--- config.mk ---
export PLATFORM = sky130hd
export DESIGN_NAME = hazard_ctrl_mc_flat
export DESIGN_NICKNAME = d
export VERILOG_FILES = /design/src/rtl/hazard_ctrl_mc_if.sv /design/src/rtl/hazard_ctrl_mc.sv /design/src/flat_wrapper.sv
export SDC_FILE = /design/constraint.sdc
export NUM_CORES = 1
export LEC_CHECK = 0
export CAP_MARGIN = 20
export CORE_ASPECT_RATIO = 1.4
export CORE_UTILIZATION = 40
export DETAILED_ROUTE_END_ITERATION = 10
export DONT_BUFFER_PORTS = 1
export SYNTH_ARGS = -nofsm -noshare
export SYNTH_HDL_FRONTEND = slang
export SYNTH_SLANG_ARGS = --single-unit
--- constraint.sdc ---
create_clock -name clk -period 3.33 [get_ports clk]
set_input_delay 0.1665 -clock clk [delete_from_list [all_inputs] [get_ports clk]]
set_output_delay 0.1665 -clock clk [all_outputs]
set_load 0.01 [all_outputs]
--- src/rtl/hazard_ctrl_mc_if.sv ---
// Pipeline hazard-control bundle: EX/ID/MEM status into the controller,
// per-stage stall/flush strobes and performance counters out of it.
interface hazard_ctrl_mc_if #(
    parameter int NRD = 2,
    parameter int AW  = 5,
    parameter int CW  = 32
);
    logic               rf_we_ex;
    logic [1:0]         rf_wd_sel_ex;
    logic [AW-1:0]      rf_wa_ex;
    logic [NRD*AW-1:0]  rf_ra_id;
    logic [NRD-1:0]     rf_re_id;
    logic [1:0]         npc_sel_ex;
    logic               div_start_ex;
    logic               div_done;
    logic               mem_req_mem;
    logic               mem_ack;
    logic               cnt_clr;

    logic               stall_pc;
    logic               stall_if_id;
    logic               stall_id_ex;
    logic               stall_ex_mem;
    logic               flush_if_id;
    logic               flush_id_ex;
    logic               flush_ex_mem;
    logic               flush_mem_wb;
    logic [CW-1:0]      stall_cnt;
    logic [CW-1:0]      flush_cnt;

    modport master (
        output rf_we_ex, rf_wd_sel_ex, rf_wa_ex, rf_ra_id, rf_re_id, npc_sel_ex,
               div_start_ex, div_done, mem_req_mem, mem_ack, cnt_clr,
        input  stall_pc, stall_if_id, stall_id_ex, stall_ex_mem,
               flush_if_id, flush_id_ex, flush_ex_mem, flush_mem_wb,
               stall_cnt, flush_cnt
    );

    modport slave (
        input  rf_we_ex, rf_wd_sel_ex, rf_wa_ex, rf_ra_id, rf_re_id, npc_sel_ex,
               div_start_ex, div_done, mem_req_mem, mem_ack, cnt_clr,
        output stall_pc, stall_if_id, stall_id_ex, stall_ex_mem,
               flush_if_id, flush_id_ex, flush_ex_mem, flush_mem_wb,
               stall_cnt, flush_cnt
    );
endinterface

--- src/rtl/hazard_ctrl_mc.sv ---
// Multi-cycle hazard controller: load-use bubbles, divider busy, memory wait
// and branch redirect, with saturating stall/flush cycle counters.
module hazard_ctrl_mc #(
    parameter int NRD    = 2,
    parameter int AW     = 5,
    parameter int LD_LAT = 1,
    parameter int CW     = 32
) (
    input  logic            clk,
    input  logic            rstn,
    hazard_ctrl_mc_if.slave bus
);
    localparam logic [1:0] IDLE     = 2'd0;
    localparam logic [1:0] LU_HOLD  = 2'd1;
    localparam logic [1:0] DIV_BUSY = 2'd2;
    localparam logic [1:0] MEM_WAIT = 2'd3;
    localparam logic [2:0] LU_INIT  = 3'(LD_LAT - 1);

    logic [1:0]    state_q, state_d;
    logic [1:0]    ret_q, ret_d;
    logic [2:0]    lu_cnt_q, lu_cnt_d;
    logic [CW-1:0] stall_cnt_q, stall_cnt_d;
    logic [CW-1:0] flush_cnt_q, flush_cnt_d;

    logic [NRD-1:0] port_hit;
    logic           lu_hit;
    logic           mem_hold;
    logic [1:0]     base_state;
    logic           st_pc, st_if_id, st_id_ex, st_ex_mem;
    logic           fl_if_id, fl_id_ex, fl_ex_mem, fl_mem_wb;

    genvar gi;
    generate
        for (gi = 0; gi < NRD; gi++) begin : g_port
            assign port_hit[gi] = bus.rf_re_id[gi] &&
                                  (bus.rf_ra_id[gi*AW +: AW] == bus.rf_wa_ex);
        end
    endgenerate

    assign lu_hit   = bus.rf_we_ex && (bus.rf_wd_sel_ex == 2'b10) &&
                      (bus.rf_wa_ex != '0) && (|port_hit);
    assign mem_hold = bus.mem_req_mem && !bus.mem_ack;
    // While waiting on memory the interrupted state is parked in ret_q.
    assign base_state = (state_q == MEM_WAIT) ? ret_q : state_q;

    always_comb begin
        state_d   = state_q;
        ret_d     = ret_q;
        lu_cnt_d  = lu_cnt_q;
        st_pc     = 1'b0;
        st_if_id  = 1'b0;
        st_id_ex  = 1'b0;
        st_ex_mem = 1'b0;
        fl_if_id  = 1'b0;
        fl_id_ex  = 1'b0;
        fl_ex_mem = 1'b0;
        fl_mem_wb = 1'b0;
        if (mem_hold) begin
            {st_pc, st_if_id, st_id_ex, st_ex_mem} = 4'hF;
            fl_mem_wb = 1'b1;
            state_d   = MEM_WAIT;
            ret_d     = base_state;
        end else begin
            state_d = base_state;
            case (base_state)
                DIV_BUSY: begin
                    if (bus.div_done) begin
                        state_d = IDLE;
                    end else begin
                        {st_pc, st_if_id, st_id_ex, fl_ex_mem} = 4'hF;
                    end
                end
                LU_HOLD: begin
                    {st_pc, st_if_id, fl_id_ex} = 3'b111;
                    lu_cnt_d = lu_cnt_q - 3'd1;
                    if (lu_cnt_q == 3'd1) begin
                        state_d = IDLE;
                    end
                end
                default: begin
                    // A divide that finishes in its issue cycle needs no hold.
                    if (bus.div_start_ex) begin
                        if (!bus.div_done) begin
                            {st_pc, st_if_id, st_id_ex, fl_ex_mem} = 4'hF;
                            state_d = DIV_BUSY;
                        end
                    end else if (bus.npc_sel_ex != 2'b00) begin
                        fl_if_id = 1'b1;
                        fl_id_ex = 1'b1;
                    end else if (lu_hit) begin
                        {st_pc, st_if_id, fl_id_ex} = 3'b111;
                        if (LD_LAT > 1) begin
                            state_d  = LU_HOLD;
                            lu_cnt_d = LU_INIT;
                        end
                    end
                end
            endcase
        end
    end

    assign bus.stall_pc     = rstn & st_pc;
    assign bus.stall_if_id  = rstn & st_if_id;
    assign bus.stall_id_ex  = rstn & st_id_ex;
    assign bus.stall_ex_mem = rstn & st_ex_mem;
    assign bus.flush_if_id  = rstn & fl_if_id;
    assign bus.flush_id_ex  = rstn & fl_id_ex;
    assign bus.flush_ex_mem = rstn & fl_ex_mem;
    assign bus.flush_mem_wb = rstn & fl_mem_wb;

    always_comb begin
        stall_cnt_d = stall_cnt_q;
        flush_cnt_d = flush_cnt_q;
        if (bus.cnt_clr) begin
            stall_cnt_d = '0;
            flush_cnt_d = '0;
        end else begin
            if (st_pc && (stall_cnt_q != '1)) begin
                stall_cnt_d = stall_cnt_q + CW'(1);
            end
            if (fl_if_id && (flush_cnt_q != '1)) begin
                flush_cnt_d = flush_cnt_q + CW'(1);
            end
        end
    end

    always_ff @(posedge clk or negedge rstn) begin
        if (!rstn) begin
            state_q     <= IDLE;
            ret_q       <= IDLE;
            lu_cnt_q    <= 3'd0;
            stall_cnt_q <= '0;
            flush_cnt_q <= '0;
        end else begin
            state_q     <= state_d;
            ret_q       <= ret_d;
            lu_cnt_q    <= lu_cnt_d;
            stall_cnt_q <= stall_cnt_d;
            flush_cnt_q <= flush_cnt_d;
        end
    end

    assign bus.stall_cnt = stall_cnt_q;
    assign bus.flush_cnt = flush_cnt_q;
endmodule

--- src/flat_wrapper.sv ---
// flat-port wrapper written by rule: the top's interface ports become plain ports
module hazard_ctrl_mc_flat 
#(
    parameter int NRD    = 2,
    parameter int AW     = 5,
    parameter int LD_LAT = 1,
    parameter int CW     = 32
)
  (clk, rstn, bus_rf_we_ex, bus_rf_wd_sel_ex, bus_rf_wa_ex, bus_rf_ra_id, bus_rf_re_id, bus_npc_sel_ex, bus_div_start_ex, bus_div_done, bus_mem_req_mem, bus_mem_ack, bus_cnt_clr, bus_stall_pc, bus_stall_if_id, bus_stall_id_ex, bus_stall_ex_mem, bus_flush_if_id, bus_flush_id_ex, bus_flush_ex_mem, bus_flush_mem_wb, bus_stall_cnt, bus_flush_cnt);
  hazard_ctrl_mc_if #(.NRD(NRD), .AW(AW), .CW(CW)) bus_i ();
  input  logic clk;
  input  logic rstn;
  input wire logic [$bits(bus_i.rf_we_ex)-1:0] bus_rf_we_ex;
  input wire logic [$bits(bus_i.rf_wd_sel_ex)-1:0] bus_rf_wd_sel_ex;
  input wire logic [$bits(bus_i.rf_wa_ex)-1:0] bus_rf_wa_ex;
  input wire logic [$bits(bus_i.rf_ra_id)-1:0] bus_rf_ra_id;
  input wire logic [$bits(bus_i.rf_re_id)-1:0] bus_rf_re_id;
  input wire logic [$bits(bus_i.npc_sel_ex)-1:0] bus_npc_sel_ex;
  input wire logic [$bits(bus_i.div_start_ex)-1:0] bus_div_start_ex;
  input wire logic [$bits(bus_i.div_done)-1:0] bus_div_done;
  input wire logic [$bits(bus_i.mem_req_mem)-1:0] bus_mem_req_mem;
  input wire logic [$bits(bus_i.mem_ack)-1:0] bus_mem_ack;
  input wire logic [$bits(bus_i.cnt_clr)-1:0] bus_cnt_clr;
  output wire logic [$bits(bus_i.stall_pc)-1:0] bus_stall_pc;
  output wire logic [$bits(bus_i.stall_if_id)-1:0] bus_stall_if_id;
  output wire logic [$bits(bus_i.stall_id_ex)-1:0] bus_stall_id_ex;
  output wire logic [$bits(bus_i.stall_ex_mem)-1:0] bus_stall_ex_mem;
  output wire logic [$bits(bus_i.flush_if_id)-1:0] bus_flush_if_id;
  output wire logic [$bits(bus_i.flush_id_ex)-1:0] bus_flush_id_ex;
  output wire logic [$bits(bus_i.flush_ex_mem)-1:0] bus_flush_ex_mem;
  output wire logic [$bits(bus_i.flush_mem_wb)-1:0] bus_flush_mem_wb;
  output wire logic [$bits(bus_i.stall_cnt)-1:0] bus_stall_cnt;
  output wire logic [$bits(bus_i.flush_cnt)-1:0] bus_flush_cnt;
  assign bus_i.rf_we_ex = bus_rf_we_ex;
  assign bus_i.rf_wd_sel_ex = bus_rf_wd_sel_ex;
  assign bus_i.rf_wa_ex = bus_rf_wa_ex;
  assign bus_i.rf_ra_id = bus_rf_ra_id;
  assign bus_i.rf_re_id = bus_rf_re_id;
  assign bus_i.npc_sel_ex = bus_npc_sel_ex;
  assign bus_i.div_start_ex = bus_div_start_ex;
  assign bus_i.div_done = bus_div_done;
  assign bus_i.mem_req_mem = bus_mem_req_mem;
  assign bus_i.mem_ack = bus_mem_ack;
  assign bus_i.cnt_clr = bus_cnt_clr;
  assign bus_stall_pc = bus_i.stall_pc;
  assign bus_stall_if_id = bus_i.stall_if_id;
  assign bus_stall_id_ex = bus_i.stall_id_ex;
  assign bus_stall_ex_mem = bus_i.stall_ex_mem;
  assign bus_flush_if_id = bus_i.flush_if_id;
  assign bus_flush_id_ex = bus_i.flush_id_ex;
  assign bus_flush_ex_mem = bus_i.flush_ex_mem;
  assign bus_flush_mem_wb = bus_i.flush_mem_wb;
  assign bus_stall_cnt = bus_i.stall_cnt;
  assign bus_flush_cnt = bus_i.flush_cnt;
  hazard_ctrl_mc #(.NRD(NRD), .AW(AW), .LD_LAT(LD_LAT), .CW(CW)) u_core (.clk(clk), .rstn(rstn), .bus(bus_i));
endmodule
Word-level counts from Yosys, hierarchy flattened
Index checks and enable logic that the tools add are counted.

Output and inout bits: 72. Register bits after elaboration: 71. Logic and storage cells: 70. Bits of input ports: 29.

Equal/unequal tests: 9. Reductions and logical operators: 16. Muxes and demuxes: 30. Add/subtract/negate cells: 3. Bitwise gates (word level): 7.

Operators with widths (count): two-way mux 32 bit (4); adder 32 x 1 -> 32 bit (second input constant) (2); inequality test 32 bit (second input constant) (2); two-way mux 1 bit (16); two-way mux 2 bit (6); == test 5 bit (2); logical AND 1 bit (8); bitwise AND 1 bit (6); == test 2 bit (second input constant) (3); case mux 1 bit (2 select lines) (3); nonzero test 2 bit (3); nonzero test 5 bit (1); case mux 2 bit (2 select lines) (1); OR reduction 2 bit (2); == test 3 x 1 -> 1 bit (second input constant) (1); subtractor 3 x 1 -> 3 bit (second input constant) (1); == test 2 x 1 -> 1 bit (second input constant) (1); AND reduction 2 bit (1); logical NOT 1 bit (1); inverter 1 bit (1).

Logic depth before layout (Yosys ltp)
Depth after elaboration: 12. Depth in mapped cells: 11. Depth with buffers taken out: 10.

Least setup slack after synthesis
No wires, ideal clock.

Kind: register to register. Start: reg u_core.state_q[1]. End: reg u_core.stall_cnt_q[21], in the netlist u_core.bus.stall_cnt[21]. Slack: 779 ps. Stages on the path, launching flop included: 12. Library setup time: 125 ps. Arrival: 2426 ps. Path buffers: 1. Path through: dfrtp_1 > inv_1 > o21ai_0 > ha_1 > nand2b_1 > a211oi_1 > and2_1 > a21o_1 > buf_2 > nand3_2 > nor3_1 > mux2_4.

Longest elaborated chain between the ends: 7.

RTL lines: from (decl) (RTL line hazard_ctrl_mc.sv:19) `logic [1:0] state_q, state_d;`; from (signal assigned) (RTL line hazard_ctrl_mc.sv:135) `state_q <= state_d;`; == test 2 bit (RTL line hazard_ctrl_mc.sv:44) `assign base_state = (state_q == MEM_WAIT) ? ret_q : state_q;`; two-way mux 2 bit * (RTL line hazard_ctrl_mc.sv:44); == test 2 x 1 -> 1 bit / == test 2 bit (equally long branches) (RTL line hazard_ctrl_mc.sv:65) `case (base_state)`; case mux 1 bit (2 select lines) * (RTL line hazard_ctrl_mc.sv:65); two-way mux 1 bit * (RTL line hazard_ctrl_mc.sv:58) `if (mem_hold) begin`; logical AND 1 bit * (RTL line hazard_ctrl_mc.sv:118) `if (st_pc && (stall_cnt_q != '1)) begin`; nonzero test 2 bit (no source line) *; to (signal assigned) (RTL line hazard_ctrl_mc.sv:138) `stall_cnt_q <= stall_cnt_d;`; to (decl) (RTL line hazard_ctrl_mc.sv:22) `logic [CW-1:0] stall_cnt_q, stall_cnt_d;`.

Mark *: on every way between the ends. The rest lies on a longest branch, timed or not. A chain may end at the register's enable or synchronous reset.

Final worst setup path
Start: reg u_core.state_q[1]. End: reg u_core.flush_cnt_q[24], in the netlist u_core.bus.flush_cnt[24].

Longest elaborated chain between the ends: 8.

RTL lines: == test 2 bit (RTL line hazard_ctrl_mc.sv:44); two-way mux 2 bit * (RTL line hazard_ctrl_mc.sv:44); == test 2 bit / == test 2 x 1 -> 1 bit (equally long branches) (RTL line hazard_ctrl_mc.sv:65); OR reduction 2 bit (no source line) *; two-way mux 1 bit * (RTL line hazard_ctrl_mc.sv:65); two-way mux 1 bit * (RTL line hazard_ctrl_mc.sv:58); logical AND 1 bit * (RTL line hazard_ctrl_mc.sv:121) `if (fl_if_id && (flush_cnt_q != '1)) begin`; nonzero test 2 bit (no source line) *; to (signal assigned) (RTL line hazard_ctrl_mc.sv:139) `flush_cnt_q <= flush_cnt_d;`; to (decl) (RTL line hazard_ctrl_mc.sv:23) `logic [CW-1:0] flush_cnt_q, flush_cnt_d;`.

Marked as above.

==> key figures <==
Timing
  – Final setup margin: 391 ps
  – Slew HR: 55.6%
  – Worst Max-Slew Pin Slew: 660 ps
  – RSZ-0062 raised after global routing: false
  – Max Clock Skew: 9.86 ps
  – Fmax: 0.340 GHz
  – Fin. max-slew vios: 0
  – Post-route minimum period: 2940 ps
  – Fin crit share: 88.3%
  – Final Setup Violations: 0
  – Fin. Hold Viols: 0
  – Setup TNS: 0 ps

Global routing
  – Vias in the first global route: 3289
  – Initial antenna violation count: 0
  – First-pass GRT wire length: 15800 um
  – Grt total ovfl: 0
  – Largest net degree at the start of global routing: 72
  – All-layer global routing usage: 19.5%

Floorplan
  – Core area: 9900 um^2
  – Number of core rows: 43
  – Die area: 10600 um^2
  – Die width: 87.2 um
  – Die Height: 121 um
  – Initial core utilization: 41.1%
  – I/O pin count: 101

Power and ir drop
  – Pwr Density: 518 nW/um^2
  – Total power: 2.33 mW
  – Leakage power: 1.84 nW
  – VDD IR max: 0.257 mV

Place
  – DP Wirelength: 6690 um
  – Post-place setup slack: 382 ps
  – Cells after DPL: 563
  – PortBufs: 0
  – Gpl congestion: 0.764

Logic synthesis
  – Ys flop type: dfrtp_1
  – Main combinational cell family by area after synthesis: simple AND/OR/NAND/NOR gates
  – Mapped Cells: 443
  – Ys Warns: 0
  – EDFF count, synth: 0
  – Synthesized flop and latch total: 71
  – Mapped cell area: 4070 um^2
  – Post-synthesis xor/xnor area fraction: 11.2%
  – Mux cell area share after synthesis: 1.42%
  – Seq/Total Area, Yosys: 43.7%
  – Syn nets: 478
  – FFs w/ async S/R, synth: 100%
  – Cell variety after synth: 54
  – Synth Area in Compound Gates: 8.06%
  – Post-Synth Adder-Cell Area: 1.85%
  – Syn Area/Cell: 9.18 um^2
  – Simple-gate portion of the synthesized area: 30.0%

Final layout
  – Final cell count without fillers: 580
  – Fin nets: 477
  – Area growth syn-to-layout: 10.7%
  – Ratio of cells with drive above 1 in the final layout: 6.97%
  – Commonest cells after routing, fill and taps aside: dfrtp_1 (71), nor2_1 (55), nand2_1 (34), xor2_1 (29), nand4_1 (27)
  – Most common cell after layout, fill and taps aside: dfrtp_1
  – Fillers: 967
  – Ant. Diodes: 0

Outcome
  – Status: finished, final reports clean

Setup path
  – WP data required: 3540 ps
  – Crit path DAT: 3150 ps
  – Crit. End Element: register
  – Critical path peak fanout: 5
  – Reg-to-Reg End: u_core.bus.flush_cnt[24]$_DFFE_PN0P_
  – CP Launch Type: register
  – Reg2reg setup slack: 390 ps
  – R2r worst-path depth: 9
  – Crit Path Class: reg2reg
  – RR Startpoint: u_core.state_q[1]$_DFF_PN0_

CTS
  – Worst skew pair latency: 340 ps
  – Htree depth: 3
  – Root buffer cell: clkbuf_16
  – CTS tree: done
  – CTS Buf Count: 9
  – Clk sinks: 71
  – Post-CTS Setup Bufs: 0
  – # hold bufs at CTS: 3
  – Cts repair resizes: 0
  – Deepest clock path buffer count: 2
  – Clock slew at reported path FFs: 50 ps

Flow run
  – Max Cap Viol: 0

Detailed routing
  – Pre-antenna DRT Iters: 4
  – Antenna Violating Nets Remaining: 0
  – Total wire length: 9640 um
  – Vias after detailed routing: 3215
  – Drt first-iter violations: 156
  – Wire length per cell: 16.6 um
  – # DRC: 0
  – Vias per cell: 5.54

Hold path
  – Hold Crit Class: in2reg
  – Hold wc startpoint: bus_cnt_clr
  – Hold depth: 2
  – Min-Delay Endpoint: u_core.bus.stall_cnt[27]$_DFFE_PN0P_
## cells in the mapped netlist, drive strengths merged (7+ instances only)
cell	number	area [um^2]
dfrtp	71	1780
nor2	55	206
nand2	35	139
nand4	29	203
xor2	29	254
nand3	24	125
xnor2	23	201
a21oi	18	90.1
inv	18	67.6
o21ai	18	90.1
nor3	15	75.1
or3	12	75.1
clkbuf	10	37.5
and2	9	60.1
and3	7	46.3
## worst max-delay path by stage
| stage | end | from |
|---|---|---|
| floorplan | u_core.bus.stall_cnt[21]$_DFFE_PN0P_ | u_core.state_q[1]$_DFF_PN0_ |
| global placement | u_core.bus.flush_cnt[24]$_DFFE_PN0P_ | u_core.state_q[1]$_DFF_PN0_ |
| detailed placement | u_core.bus.flush_cnt[24]$_DFFE_PN0P_ | u_core.state_q[1]$_DFF_PN0_ |
| CTS | u_core.bus.flush_cnt[24]$_DFFE_PN0P_ | u_core.state_q[1]$_DFF_PN0_ |
| global route | u_core.bus.flush_cnt[24]$_DFFE_PN0P_ | u_core.state_q[1]$_DFF_PN0_ |
| finish | u_core.bus.flush_cnt[24]$_DFFE_PN0P_ | u_core.state_q[1]$_DFF_PN0_ |
## state kept, by name, indices dropped and copies added (netlist names)
signal / cells
u_core.bus.flush_cnt: 32
u_core.lu_cnt_q: 3
u_core.ret_q: 2
u_core.bus.stall_cnt: 32
u_core.state_q: 2
## final cells by class
| class | count | area (um^2) | share of cell area [%] |
|---|---|---|---|
| multi-input combinational | 338 | 2130 | 47.4 |
| sequential | 71 | 1780 | 39.5 |
| clock buffer | 13 | 250 | 5.56 |
| tap | 135 | 169 | 3.75 |
| timing repair buffer | 4 | 72.6 | 1.61 |
| inverter | 18 | 67.6 | 1.50 |
| clock inverter | 1 | 30.0 | 0.667 |
## power by group
group / leakage, nW / internal, mW / switching (mW)
registers: 0.979 / 0.919 / 0.0592
logic: 0.721 / 0.162 / 0.262
clock network: 0.136 / 0.592 / 0.339
total: 1.84 / 1.67 / 0.660
## layer usage
| layer | global-route usage, % | wire [um] |
|---|---|---|
| met1 | 21.9 | 3960 |
| met2 | 34.0 | 4950 |
| met3 | 5.92 | 554 |
| met4 | 7.68 | 169 |
| met5 | 0 | 0 |
## per-stage QoR
| stage | hold slack (ps) | instance area [um^2] | util [%] |
|---|---|---|---|
| after detailed placement | -127 | 4160 | 42.0 |
| after floorplan | -129 | 4070 | - |
| after CTS | 55.1 | 4500 | 45.5 |
| after global routing | 57.1 | 4500 | 45.5 |
| after global placement | -126 | 4160 | 42.0 |
| final | 66.4 | 4500 | 45.5 |
## cell families (layout without fill, tap and decap cells)
kind of cell / after synthesis / after routing
buffers and inverters: 34 / 36
muxes: 5 / 5
AOI/OAI and AO/OA: 53 / 53
and+or+nand+nor: 222 / 222
DFF: 71 / 71
adders and majority gates: 6 / 6
xor gates and xnor gates: 52 / 52
## worst max-delay path, stage by stage, from the launching register on
cell and delay [ps]:
dfrtp_1 350, inv_1 50, o21ai_0 360, ha_1 290, nand2b_1 130, or4b_1 580, nor4_1 640, nand3_1 170
xor2_1 180, nor2_1 50
(Power assumes the default switching activity.)
